<file path="src/rtl/pla_decode_capture.sv">
// pla_decode_capture: two-entry skid FIFO that captures decoded PLA control
// words. It flags words whose one-hot group has more than one bit set in a
// sticky error flag, and it counts completed output transfers.
// Optional build macro PLA_DECODE_CAPTURE_PARITY_EN stores a per-entry even
// parity bit and presents the head entry's bit on out_par.
module pla_decode_capture #(
  parameter int WIDTH      = 94,
  parameter int ONEHOT_LSB = 38
) (
  input  logic             clk,
  input  logic             rst,
  input  logic [WIDTH-1:0] in_data,
  input  logic             in_valid,
  output logic             in_ready,
  output logic [WIDTH-1:0] out_data,
  output logic             out_valid,
  input  logic             out_ready,
  input  logic             err_clr,
  output logic             err_sticky,
  output logic [15:0]      xfer_cnt
`ifdef PLA_DECODE_CAPTURE_PARITY_EN
  ,
  output logic             out_par
`endif
);

  logic [WIDTH-1:0] mem [2];
  logic             wr_ptr;
  logic             rd_ptr;
  logic [1:0]       count;
  logic             push;
  logic             pop;
  logic             conflict;

  // More than one bit set in the one-hot group is an illegal decode.
  function automatic logic onehot_conflict(input logic [7:0] grp);
    int ones;
    ones = 0;
    for (int i = 0; i < 8; i++) begin
      ones = ones + int'(grp[i]);
    end
    return (ones > 1);
  endfunction

  // Handshake flags come only from the registered occupancy, so there is no
  // combinational path from the input side to the output side.
  assign in_ready  = (count != 2'd2);
  assign out_valid = (count != 2'd0);
  assign push      = in_valid & in_ready;
  assign pop       = out_valid & out_ready;
  assign out_data  = mem[rd_ptr];
  assign conflict  = onehot_conflict(in_data[ONEHOT_LSB+7:ONEHOT_LSB]);

  // Entry storage; cleared on reset so out_data reads zero while in reset.
  always_ff @(posedge clk or posedge rst) begin
    if (rst) begin
      mem[0] <= '0;
      mem[1] <= '0;
    end else if (push) begin
      mem[wr_ptr] <= in_data;
    end
  end

`ifdef PLA_DECODE_CAPTURE_PARITY_EN
  logic par_mem [2];

  // Parity captured alongside each entry at push time.
  always_ff @(posedge clk or posedge rst) begin
    if (rst) begin
      par_mem[0] <= 1'b0;
      par_mem[1] <= 1'b0;
    end else if (push) begin
      par_mem[wr_ptr] <= ^in_data;
    end
  end

  assign out_par = par_mem[rd_ptr];
`endif

  // Pointer and occupancy bookkeeping; 1-bit pointers wrap naturally.
  always_ff @(posedge clk or posedge rst) begin
    if (rst) begin
      wr_ptr <= 1'b0;
      rd_ptr <= 1'b0;
      count  <= 2'd0;
    end else begin
      if (push) wr_ptr <= ~wr_ptr;
      if (pop)  rd_ptr <= ~rd_ptr;
      unique case ({push, pop})
        2'b10:   count <= count + 2'd1;
        2'b01:   count <= count - 2'd1;
        default: count <= count;
      endcase
    end
  end

  // Sticky conflict flag; a conflicting push beats a simultaneous clear.
  always_ff @(posedge clk or posedge rst) begin
    if (rst) begin
      err_sticky <= 1'b0;
    end else if (push && conflict) begin
      err_sticky <= 1'b1;
    end else if (err_clr) begin
      err_sticky <= 1'b0;
    end
  end

  // Completed-transfer counter, wraps at 16 bits.
  always_ff @(posedge clk or posedge rst) begin
    if (rst) begin
      xfer_cnt <= 16'd0;
    end else if (pop) begin
      xfer_cnt <= xfer_cnt + 16'd1;
    end
  end

endmodule

</file>
<file path="config.mk">
export PLATFORM = sky130hd
export DESIGN_NAME = pla_decode_capture
export DESIGN_NICKNAME = d
export VERILOG_FILES = /design/src/rtl/pla_decode_capture.sv
export SDC_FILE = /design/constraint.sdc
export NUM_CORES = 1
export LEC_CHECK = 0
export ABC_AREA = 1
export ABC_CLOCK_PERIOD_IN_PS = 15500
export BUFFER_PORTS_ARGS = -buffer_cell sky130_fd_sc_hd__buf_2
export CAP_MARGIN = 20
export CORE_MARGIN = 3
export CORE_UTILIZATION = 40
export DETAILED_ROUTE_END_ITERATION = 10
export HOLD_SLACK_MARGIN = 0.02
export PLACE_DENSITY = 0.72
export SLEW_MARGIN = 5
export SYNTH_ARGS = -nofsm -noshare
export SYNTH_HDL_FRONTEND = slang
export SYNTH_SLANG_ARGS = --single-unit
</file>
<file path="constraint.sdc">
create_clock -name clk -period 15.5 [get_ports clk]
set_input_delay 0.775 -clock clk [delete_from_list [all_inputs] [get_ports clk]]
set_output_delay 0.775 -clock clk [all_outputs]
set_load 0.03 [all_outputs]
</file>
==> impl_metrics.toml <==
[cells_and_area]
design_area_um2 = 11460
fill_cells = 2223
fin_nets = 1434
layout_commonest_cell = "nand2_1"
final_cell_mix = "nand2_1, o21ai_0, buf_2, dfrtp_1, inv_1"
diodes = 0
multi_input_area_um2 = 3435
register_area_um2 = 5234
final_cells = 1655
syn_to_final_growth_pct = 21.16
layout-drive-gt1-share_pct = 19.82

[setup_path]
required_ns = 14.73
cp-end-kind = "output pin"
path_class = "reg -> out"
cp-start-kind = "flop"
crit_arrival_ns = 2.93
cp_max_fo = 106

[floorplan]
die_y_um = 159.8
ioPinCount = 212
dieArea_um2 = 25540
die_w_um = 159.8
fp-row-count = 55
initial_core_util_pct = 41.29
coreArea_um2 = 22920

[clocking]
post_cts_buffers = 0
holdBufCountCts = 0
htreeDepth = 1
clk_path_buf_depth = 3
worstSkewPairLatency_ns = 0.51
cts_tree = "built"
clkSlewWorstSetupHoldPaths_ns = 0.06
numClockSinks = 209
numCtsBuffers = 24
post_cts_resized = 0
cts.root.buffer_cell = "clkbuf_16"

[power]
cellPowerDensity_nw_per_um2 = 238.6
peakVddDrop_uv = 150.8
power.total_mw = 2.735
leakagePower_nw = 5.886

[detailed_routing]
num_vias = 7966
drt-initial-drc-count = 475
dr.pass1.iters = 5
drcViolationCount = 0
routedWlPerCell_um = 14.22
drt.antenna.violating_nets = 0
routed_via_density = 4.813
drt_wl_total_um = 23540

[placement]
hpwlAfterDp_um = 14690
port_buffers = 211
gp_congestion = 0.8340
place_inst = 1612
placed_area_um2 = 10640

[yosys]
yosysTopAreaCellShare_pct = 55.27
synth_nets = 1259
synth_area_leader_cell = "dfrtp_1"
synthTopCellsByArea = "dfrtp_1, nand2_1, o21ai_0, inv_1, o21ai_1"
syn_area_um2 = 9463
synth_warnings = 0
yosysSeqAreaShare_pct = 55.27
ys_types = 27
synthCells = 1151
ys_ff_latch = 209
avgSynthCellArea_um2 = 8.221

[hold_path]
hold_class = "in -> async"

[timing]
final_hold_viol_count = 0
skew_ns = 0.02004
fin_crit_sh_pct = 23.89
slew_violations = 0
fin_crit_ns = 3.703
relSlewSlack_pct = 33.54
timing.fmax_mhz = 270.0
setup_viol_count_final = 0
rsz0062_at_grt = "false"
tightest_slew_ns = 0.9969
tns_ns = 0

[global_routing]
grt_pass1_vias = 7958
antenna_found_initial = 1
grt_max_degree = 135
grt_usage_pct = 18.48
grt_pass1_wl_um = 40190
grt.overflow.total = 0

[run_status]
status = "finished, final reports clean"

[flow_run]
cap_violations = 0
routing by layer:
layer	vias up	global-route usage (%)	share of wire [%]	wire (µm)
met5	-	0	0.055	13
met4	2	3.590	1.8	429
met3	33	4.410	6.4	1501
met2	220	30.59	47	11010
met1	3761	25.11	45	10580
li1	3950	-	-	-
cell usage after synthesis:
library cell	instances
a21oi_1	2
buf_1	1
buf_2	17
buf_4	12
buf_6	1
clkbuf_1	39
dfrtp_1	209
fa_1	4
ha_1	5
inv_1	121
inv_2	2
nand2_1	403
nand2_2	1
nand2_4	1
nand3_1	5
nand3_2	2
nand3b_1	1
nand4_1	3
nor2_1	17
nor2_4	2
nor2_8	1
nor3_1	1
o21a_1	4
o21ai_0	250
o21ai_1	33
xnor2_1	6
xor2_1	8
layout make-up:
class / count / share of cell area [%]
multi-input cells: 749 / 29.96
repair buffers: 219 / 9.909
flip-flops and latches: 209 / 45.65
clock buffers: 33 / 5.893
well taps: 313 / 3.416
inverters: 123 / 4.093
clock inverters: 9 / 1.080
logic make-up after synthesis:
kind of cell / synth area share [%]
and+or+nand+nor: 18.10
AOI/OAI and AO/OA: 15.39
DFF: 55.27
buffers and inverters: 8.436
xor gates and xnor gates: 1.296
adders and majority gates: 1.507
report_power, final:
group	switching (mW)	internal (mW)
Clock	0.220	0.354
Combinational	0.899	0.336
Sequential	0.131	0.796
worst paths after layout:
| kind | from | endpoint | slack (ns) | cells after the start |
|---|---|---|---|---|
| setup / recovery | rd_ptr | out_data[33] | 11.80 | 3 |
| hold / removal | rst | mem[153] | 0.44 | 2 |
| setup reg to reg | count[0] | mem[125] | 12.87 | 8 |
| hold reg to reg | mem[54] | mem[54] | 0.49 | 2 |
| max in group asynchronous | rst | rd_ptr | 13.38 | 3 |
| min in group clk | err_clr | err_sticky | 0.47 | 2 |
stage by stage:
step / worst slack, ns / utilization (%) / hold WS (ns)
2_1_floorplan: 9.016 / - / 0.4637
3_3_place_gp: 11.95 / 46.42 / 0.4745
3_5_place_dp: 11.94 / 46.42 / 0.4867
4_1_cts: 11.75 / 49.91 / 0.4399
5_1_grt: 11.53 / 50.03 / 0.4659
6_report: 11.80 / 50.03 / 0.4426
worst max-delay path, cell delays in order (launching register included):
cell     delay, ns
dfrtp_4       0.94
buf_4         0.83
o21ai_0       0.28
buf_2         0.24
flip-flops by register name, indices dropped and copies added, names as in the netlist:
name        flops
count           2
rd_ptr          1
wr_ptr          1
err_sticky      1
xfer_cnt       16
mem           188
Note: power is estimated with default switching activity, not from simulation.
